==> src/rtl/fir_pkg.sv <==
// Shared definitions for the 3-tap FIR filter and its drive-side sequencer.
package fir_pkg;
  localparam int NTAPS  = 3;
  localparam int DATA_W = 8;
  localparam int COEF_W = 8;

  typedef enum logic [2:0] {
    IDLE   = 3'd0,
    FRST   = 3'd1,
    LOAD0  = 3'd2,
    LOAD1  = 3'd3,
    LOAD2  = 3'd4,
    STREAM = 3'd5
  } state_e;
endpackage

==> src/rtl/sample_fifo.sv <==
// Power-of-two sample FIFO; pointers wrap naturally, count is one bit wider than the pointers.
module sample_fifo
  import fir_pkg::*;
#(
  parameter int DEPTH = 4
) (
  input  logic              clk,
  input  logic              rst_n,
  input  logic              push_i,
  input  logic [DATA_W-1:0] wdata_i,
  input  logic              pop_i,
  output logic [DATA_W-1:0] rdata_o,
  output logic              full_o,
  output logic              empty_o
);
  localparam int AW = $clog2(DEPTH);
  localparam logic [AW-1:0] PTR_ONE  = AW'(1);
  localparam logic [AW:0]   CNT_ONE  = (AW+1)'(1);
  localparam logic [AW:0]   CNT_FULL = (AW+1)'(DEPTH);

  logic [DATA_W-1:0] mem_q [DEPTH];
  logic [AW-1:0]     wptr_q, wptr_d;
  logic [AW-1:0]     rptr_q, rptr_d;
  logic [AW:0]       count_q, count_d;

  always_comb begin
    wptr_d  = wptr_q;
    rptr_d  = rptr_q;
    count_d = count_q;
    if (push_i) wptr_d = wptr_q + PTR_ONE;
    if (pop_i)  rptr_d = rptr_q + PTR_ONE;
    case ({push_i, pop_i})
      2'b10:   count_d = count_q + CNT_ONE;
      2'b01:   count_d = count_q - CNT_ONE;
      default: count_d = count_q;
    endcase
  end

  always_ff @(posedge clk or negedge rst_n) begin
    if (!rst_n) begin
      wptr_q  <= '0;
      rptr_q  <= '0;
      count_q <= '0;
    end else begin
      wptr_q  <= wptr_d;
      rptr_q  <= rptr_d;
      count_q <= count_d;
    end
  end

  // Storage carries no reset; emptiness is tracked by count alone.
  always_ff @(posedge clk) begin
    if (push_i) mem_q[wptr_q] <= wdata_i;
  end

  assign rdata_o = mem_q[rptr_q];
  assign full_o  = (count_q == CNT_FULL);
  assign empty_o = (count_q == '0);
endmodule

==> src/rtl/fir_tap_sequencer.sv <==
// Coefficient loader and sample streamer for the 3-tap FIR core: reset, replay h0..h2, then stream.
module fir_tap_sequencer
  import fir_pkg::*;
#(
  parameter int DEPTH = 4
) (
  input  logic              clk,
  input  logic              rst_n,
  input  logic              cfg_we,
  input  logic [1:0]        cfg_addr,
  input  logic [COEF_W-1:0] cfg_data,
  input  logic              start,
  input  logic              s_valid,
  input  logic [DATA_W-1:0] s_data,
  output logic              s_ready,
  output logic              filt_rst,
  output logic [COEF_W-1:0] coef_out,
  output logic [DATA_W-1:0] x_out,
  output logic              busy,
  output logic              underrun
);
  localparam logic [1:0] LAST_TAP = 2'(NTAPS - 1);

  state_e state_q, state_d;
  logic [NTAPS-1:0][COEF_W-1:0] h_q, h_d;
  logic [NTAPS-1:0][COEF_W-1:0] snap_q, snap_d;
  logic              filt_rst_q, filt_rst_d;
  logic [COEF_W-1:0] coef_q, coef_d;
  logic [DATA_W-1:0] x_q, x_d;
  logic              busy_q, busy_d;
  logic              underrun_q, underrun_d;

  logic              fifo_push, fifo_pop, fifo_full, fifo_empty;
  logic [DATA_W-1:0] fifo_rdata;

  assign s_ready   = ~fifo_full;
  assign fifo_push = s_valid & ~fifo_full;

  sample_fifo #(.DEPTH(DEPTH)) u_fifo (
    .clk     (clk),
    .rst_n   (rst_n),
    .push_i  (fifo_push),
    .wdata_i (s_data),
    .pop_i   (fifo_pop),
    .rdata_o (fifo_rdata),
    .full_o  (fifo_full),
    .empty_o (fifo_empty)
  );

  // Outputs are registered from the next state so each shows in the cycle its state is entered.
  always_comb begin
    state_d = state_q;
    if (start) begin
      state_d = FRST;
    end else begin
      case (state_q)
        FRST:    state_d = LOAD0;
        LOAD0:   state_d = LOAD1;
        LOAD1:   state_d = LOAD2;
        LOAD2:   state_d = STREAM;
        default: state_d = state_q;
      endcase
    end

    h_d = h_q;
    if (cfg_we && (cfg_addr <= LAST_TAP)) h_d[cfg_addr] = cfg_data;
    // The load replays a snapshot taken at start, so mid-load writes wait for the next start.
    snap_d = start ? h_q : snap_q;

    fifo_pop   = (state_d == STREAM) && !fifo_empty;
    filt_rst_d = (state_d == IDLE) || (state_d == FRST);
    busy_d     = (state_d == FRST) || (state_d == LOAD0) ||
                 (state_d == LOAD1) || (state_d == LOAD2);
    coef_d = '0;
    case (state_d)
      LOAD0:   coef_d = snap_q[0];
      LOAD1:   coef_d = snap_q[1];
      LOAD2:   coef_d = snap_q[2];
      default: coef_d = '0;
    endcase
    x_d        = fifo_pop ? fifo_rdata : '0;
    underrun_d = start ? 1'b0 :
                 (underrun_q | ((state_d == STREAM) && fifo_empty));
  end

  always_ff @(posedge clk or negedge rst_n) begin
    if (!rst_n) begin
      state_q    <= IDLE;
      h_q        <= '0;
      snap_q     <= '0;
      filt_rst_q <= 1'b1;
      coef_q     <= '0;
      x_q        <= '0;
      busy_q     <= 1'b0;
      underrun_q <= 1'b0;
    end else begin
      state_q    <= state_d;
      h_q        <= h_d;
      snap_q     <= snap_d;
      filt_rst_q <= filt_rst_d;
      coef_q     <= coef_d;
      x_q        <= x_d;
      busy_q     <= busy_d;
      underrun_q <= underrun_d;
    end
  end

  assign filt_rst = filt_rst_q;
  assign coef_out = coef_q;
  assign x_out    = x_q;
  assign busy     = busy_q;
  assign underrun = underrun_q;
endmodule

==> config.mk <==
export PLATFORM = sky130hd
export DESIGN_NAME = fir_tap_sequencer
export DESIGN_NICKNAME = d
export VERILOG_FILES = /design/src/rtl/fir_pkg.sv /design/src/rtl/sample_fifo.sv /design/src/rtl/fir_tap_sequencer.sv
export SDC_FILE = /design/constraint.sdc
export NUM_CORES = 1
export LEC_CHECK = 0
export BUFFER_PORTS_ARGS = -buffer_cell sky130_fd_sc_hd__buf_2
export CAP_MARGIN = 20
export CELL_PAD_IN_SITES_DETAIL_PLACEMENT = 0
export CELL_PAD_IN_SITES_GLOBAL_PLACEMENT = 1
export CORE_MARGIN = 2
export CORE_UTILIZATION = 49
export CTS_CLUSTER_DIAMETER = 120
export DETAILED_ROUTE_END_ITERATION = 8
export GPL_TIMING_DRIVEN = 0
export PLACE_DENSITY_LB_ADDON = 0.1
export SYNTH_ARGS = -nofsm -noshare
export SYNTH_HDL_FRONTEND = slang
export SYNTH_SLANG_ARGS = --single-unit
==> constraint.sdc <==
create_clock -name clk -period 2.7 [get_ports clk]
set_input_delay 0.81 -clock clk [delete_from_list [all_inputs] [get_ports clk]]
set_output_delay 0.81 -clock clk [all_outputs]
set_load 0.005 [all_outputs]
==> flow_summary.ini, run 1 <==
[finish]
area_growth_pct = 13.2
drive_gt1_frac = 0.440
multiInputGateArea_mm2 = 0.00131
stdcell_area_mm2 = 0.00484
final_nets = 342
ff_latch_area_mm2 = 0.00289
n_fill_cell = 734
diodes = 0
final_cell_mix = dfrtp_1 (76), mux2_2 (56), buf_2 (47)
finalNonFillerCells = 426
mostFrequentLayoutCell = dfrtp_1

[cts]
cts_setup_buffers = 0
cts-htree-levels = 3
cts_tree = built
cts_resized = 0
cts_root_buf = clkbuf_8
cts_buffers = 9
clk_latency_ns = 0.37
clockBufferDepth = 2
clk_pin_slew_worst_paths_ns = 0.11
holdBufCountCts = 0
clkSinkCount = 109

[placed_design]
placed_area_mm2 = 0.00465
place_congestion = 0.716
io_buffers = 42
dp_cells = 410
dpl.hpwl_um = 4650

[die]
die_w_um = 97.5
dieArea_mm2 = 0.00950
rows = 34
ios = 43
coreArea_mm2 = 0.00859
die-height_um = 97.5
start_util = 0.498

[critical_path]
cp.arrival_ns = 2.60
critical_path_class = reg -> reg
worstPathMaxFanout = 10
cp_data_required_time_ns = 3.00
worstSetupStartpointType = register
end_kind = register

[grt]
grt_pass1_wl_um = 11600
grt_use_total = 0.160
antenna_found_initial = 0
grt_pass1_vias = 2270
grt_overflow = 0
grt_max_degree = 48

[timing]
whs_ns = 0.367
hold_viol = 0
max_freq_mhz = 435
slew_headroom = 0.447
fin_crit_ns = 2.30
fin_crit_sh = 0.852
slew_violations = 0
clock_skew_ns = 0.0120
fin_setup_tns_ns = 0
rsz0062_at_grt = false
finalSetupViolations = 0
worst_pin_slew_ns = 0.825

[pwr]
peakVddDrop_mv = 0.487
leakagePower_nw = 2.09
p_per_area_mw_per_mm2 = 892

[min_path]
min_path_type = in -> async

[synth]
yosys_register_bits = 109
syn_inst = 259
synth_cell_types = 32
syn-num-nets = 288
synth_area_mm2 = 0.00428
ys_seq_area_frac = 0.675
syn_area_per_cell_um2 = 16.5
synth_area_leader_cell = dfrtp_1
ys_warn_count = 0
synth_top_area_frac = 0.444
synth.area.top_cells = dfrtp_1 (44%), edfxtp_1 (22%), mux2_2 (15%)

[routing]
drtIter0Drc = 37
ant_nets = 0
num_vias = 2187
wire_per_inst_um = 16.4
viasPerCell = 5.13
totalWireLength_um = 7000
drc_errors = 0
firstDrtPassIters = 4

[run_status]
status = finished, final reports clean

[run]
drv_cap = 0
critical path, stage by stage (launching register included):
cell and delay, ns:
dfrtp_1 0.46, nand2b_1 0.19, or3_1 0.31, buf_2 0.20, inv_1 0.07, ha_1 0.17
inv_1 0.06, fa_1 0.37, xor2_1 0.15, nor2_1 0.11, xor2_1 0.15
per-stage QoR:
step | power (W) | util | worst slack, ns
final | 0.00432 | 0.564 | 0.399
after global routing | 0.00459 | 0.564 | 0.182
after CTS | 0.00438 | 0.564 | 0.360
after detailed placement | 0.00344 | 0.542 | 0.0142
after global placement | 0.00340 | 0.538 | 0.0350
after floorplan | 0.00309 | - | 0.285
cell families (layout without fill, tap and decap cells):
logic type      after synthesis  count (layout)  share of synthesized area
simple gates                 40              40                     0.0561
flops                       109             109                      0.675
compound gates               11              11                     0.0184
buf+inv                      19              78                     0.0193
fa+ha+maj                     6               6                     0.0193
xor+xnor                      8               8                     0.0164
mux                          66              66                      0.195
flip-flops by register name, indices dropped and copies added (netlist names):
| name | flops |
|---|---|
| u_fifo.mem_q | 32 |
| snap_q | 24 |
| coef_out | 8 |
| filt_rst | 1 |
| state_q | 3 |
| u_fifo.wptr_q | 2 |
| u_fifo.count_q | 3 |
| busy | 1 |
| underrun | 1 |
| h_q | 24 |
| u_fifo.rptr_q | 2 |
| x_out | 8 |
layout make-up:
| cell class | instances | share of cell area |
|---|---|---|
| buffer | 11 | 0.0108 |
| clock buffer | 9 | 0.0256 |
| clock inverter | 7 | 0.0137 |
| inverter | 8 | 0.00620 |
| multi-input combinational | 131 | 0.270 |
| sequential | 109 | 0.596 |
| tap | 108 | 0.0279 |
| timing repair buffer | 43 | 0.0496 |
synthesized netlist by cell type:
| library cell | n |
|---|---|
| nand3b_1 | 2 |
| or4b_1 | 1 |
| mux2_2 | 56 |
| dfrtp_1 | 76 |
| inv_1 | 8 |
| mux2i_1 | 1 |
| dfstp_2 | 1 |
| mux4_2 | 8 |
| and2_4 | 1 |
| fa_1 | 1 |
| ha_1 | 5 |
| nor2b_1 | 10 |
| buf_4 | 1 |
| a22oi_1 | 8 |
| mux2_4 | 1 |
| or3_1 | 1 |
| nor2_1 | 13 |
| or3b_4 | 1 |
| buf_2 | 6 |
| or2_2 | 2 |
| edfxtp_1 | 32 |
| a31oi_1 | 1 |
| nor3_1 | 2 |
| o21bai_1 | 1 |
| clkbuf_1 | 2 |
| nand2b_1 | 2 |
| and3_2 | 4 |
| buf_1 | 2 |
| nor3b_2 | 1 |
| xor2_1 | 2 |
| xnor2_1 | 6 |
| a21oi_1 | 1 |
report_power, final:
group / switching (W) / leakage [nW] / internal, W / total [W]
registers: 0.000160 / 1.23 / 0.00209 / 0.00225
logic: 0.000519 / 0.755 / 0.000607 / 0.00113
clock network: 0.000588 / 0.0973 / 0.000361 / 0.000949
total: 0.00127 / 2.09 / 0.00306 / 0.00432
path summary, 6_finish.rpt:
path / from / to / slack [ns] / cells after the start
worst min-delay path: rst_n / snap_q[16] / 0.37 / 1
min in group clk: u_fifo.count_q[2] / u_fifo.count_q[2] / 0.50 / 1
max in group asynchronous: rst_n / h_q[13] / 1.77 / 2
worst min register to register: u_fifo.count_q[2] / u_fifo.count_q[2] / 0.50 / 1
worst max-delay path: state_q[1] / u_fifo.count_q[2] / 0.40 / 10
worst max register to register: state_q[1] / u_fifo.count_q[2] / 0.40 / 10
metal layers:
layer,track usage,part of all wire
met1,0.210,0.44
met5,0,0
met3,0.0381,0.035
met2,0.264,0.52
met4,0.0545,0.011
Note: power is estimated with default switching activity, not from simulation.
==> run 2: changes to the inputs <==
- HOLD_SLACK_MARGIN: not set -> 0.06
- MAX_ROUTING_LAYER: not set -> met4
- SETUP_SLACK_MARGIN: not set -> 0.4
==> run 2 against run 1 <==
Effect of this change: fmax is 6.2% higher; clock power is 7% higher; global-route usage is 1.5 points higher; setup slack better by 0.13 ns; via count is 0.59% higher; design area is 1.2% higher; hold slack worse by 0.12 ns; clock-buffer cell count is 2 higher; non-clock buffer count is 2 higher; sequential power hardly changed; critical path depth stayed put; final cell count is 0.47% higher.
==> flow_summary.ini, run 2 (synthesis gave the netlist of run 1 again) <==
[run_status]
status = finished, final reports clean

[critical_path]
worstPathMaxFanout = 10
path_depth = 10
crit_family = simple AND/OR/NAND/NOR gates
slowest_delay_ns = 0.42
r2r_cells = 10
cp_cell_sequence = nand2b_1 > or3_1 > buf_6 > inv_2 > ha_4 > inv_2 > fa_2 > xor2_1 > nor2_1 > xor2_1
cp.arrival_ns = 2.46
critical_path_class = reg -> reg
end_kind = register
worstSetupStartpointType = register
path_buf_inv = 3
cp_data_required_time_ns = 2.99
slowest_stage = dfrtp_2

[routing]
ant_nets = 0
totalWireLength_um = 7300
num_vias = 2200
highest_layer = met4
routed-wl-met2_um = 3500
wl_met1_um = 3370
wire_per_inst_um = 17.1
viasPerCell = 5.14
drc_errors = 0
drtIter0Drc = 75
detailroute.wirelength.met3_um = 313
firstDrtPassIters = 4

[placed_design]
pre_cts_slack_ns = 0.191
dpl.hpwl_um = 4730
io_buffers = 42
place_congestion = 0.736
dp_cells = 410

[timing]
whs_ns = 0.247
rsz0062_at_grt = false
setup_ws_ns = 0.534
clock_skew_ns = 0.00893
fin_crit_sh = 0.802
hold_viol = 0
finalSetupViolations = 0
fin_setup_tns_ns = 0
slew_headroom = 0.390
slew_violations = 0
fin_crit_ns = 2.17
worst_pin_slew_ns = 0.911
max_freq_mhz = 462

[finish]
largest_registers = u_fifo.mem_q (32), h_q (24), snap_q (24)
final_cell_mix = dfrtp_1 (75), mux2_2 (56), buf_2 (45)
top_register = u_fifo.mem_q
final_nets = 344
mostFrequentLayoutCell = dfrtp_1
area_growth_pct = 14.6
largest_register_ff_count = 32
diodes = 0
drive_gt1_frac = 0.459
finalNonFillerCells = 428
n_fill_cell = 695

[grt]
grt_overflow = 0
grt_use_total = 0.174
antenna_found_initial = 0
grt_pass1_wl_um = 12200
grt_pass1_vias = 2317
grt_max_degree = 72

[cts]
clk_latency_ns = 0.37
cts-htree-levels = 3
clk_pin_slew_worst_paths_ns = 0.10
cts_buffers = 9
clockBufferDepth = 2
cts_root_buf = clkbuf_8
cts_tree = built
clkSinkCount = 109

[pwr]
p_per_area_mw_per_mm2 = 905
peakVddDrop_mv = 0.492
leakagePower_nw = 2.11
power.total_w = 0.00444

[min_path]
min_path_type = in -> async

[run]
drv_cap = 0

[die]
rows = 34
dieArea_mm2 = 0.00950
start_util = 0.498
coreArea_mm2 = 0.00859
die-height_um = 97.5
ios = 43
die_w_um = 97.5
[run 2: changes by cell type in the layout (fill, tap and decap cells not counted), moves of 2 or more]
cell,previous run,this run
buf_2,47,45
buf_4,2,5
clkinv_2,0,2
inv_1,8,6
inv_2,0,2
inv_6,4,1
[run 2: path summary, 6_finish.rpt]
kind	slack, ns	end	startpoint
worst min-delay path	0.25	x_out[1]	rst_n
worst max-delay path	0.53	u_fifo.count_q[2]	state_q[1]
min in group clk	0.50	u_fifo.count_q[2]	u_fifo.count_q[2]
worst min register to register	0.50	u_fifo.count_q[2]	u_fifo.count_q[2]
max in group asynchronous	1.87	filt_rst	rst_n
worst max register to register	0.53	u_fifo.count_q[2]	state_q[1]
[run 2: final cells by class]
cell class	count	area (um^2)	area share
buffer	11	61.3	0.0125
clock buffer	11	153	0.0311
inverter	8	30.0	0.00613
tap	108	135	0.0276
timing repair buffer	45	255	0.0521
clock inverter	5	55.1	0.0112
sequential	109	2890	0.590
multi-input combinational	131	1320	0.270
[run 2: per-stage QoR]
step	instance area, um^2	util
floorplan	4300	-
finish	4900	0.570
global placement	4650	0.541
detailed placement	4680	0.544
global route	4900	0.570
CTS	4880	0.568
[run 2: timing repair]
item                       in CTS  in global routing
setup endpoints to repair       1                  1
pin swaps                       0                  1
hold buffers                    0                  0
setup buffers                   0                  2
resized for setup               1                  2
[run 2: metal layers]
metal  GRT usage  vias to the layer above
met1       0.227                     1111
met3      0.0432                       13
met5           -                        -
met4      0.0716                        0
met2       0.266                       44
li1            -                     1032
[run 2: worst reg2reg max path: cells and delay by family (launching register included)]
family,cells,cell delay (ns)
DFF,1,0.42
xor gates and xnor gates,2,0.28
adders and majority gates,2,0.47
buffers and inverters,3,0.27
and+or+nand+nor,3,0.65
[run 2: report_power, final]
group          total [W]  leakage (nW)  switching [W]  internal [W]
registers        0.00225          1.23       0.000157       0.00209
logic            0.00117         0.766       0.000534      0.000639
clock network    0.00102         0.109       0.000529      0.000487
total            0.00444          2.11        0.00122       0.00322
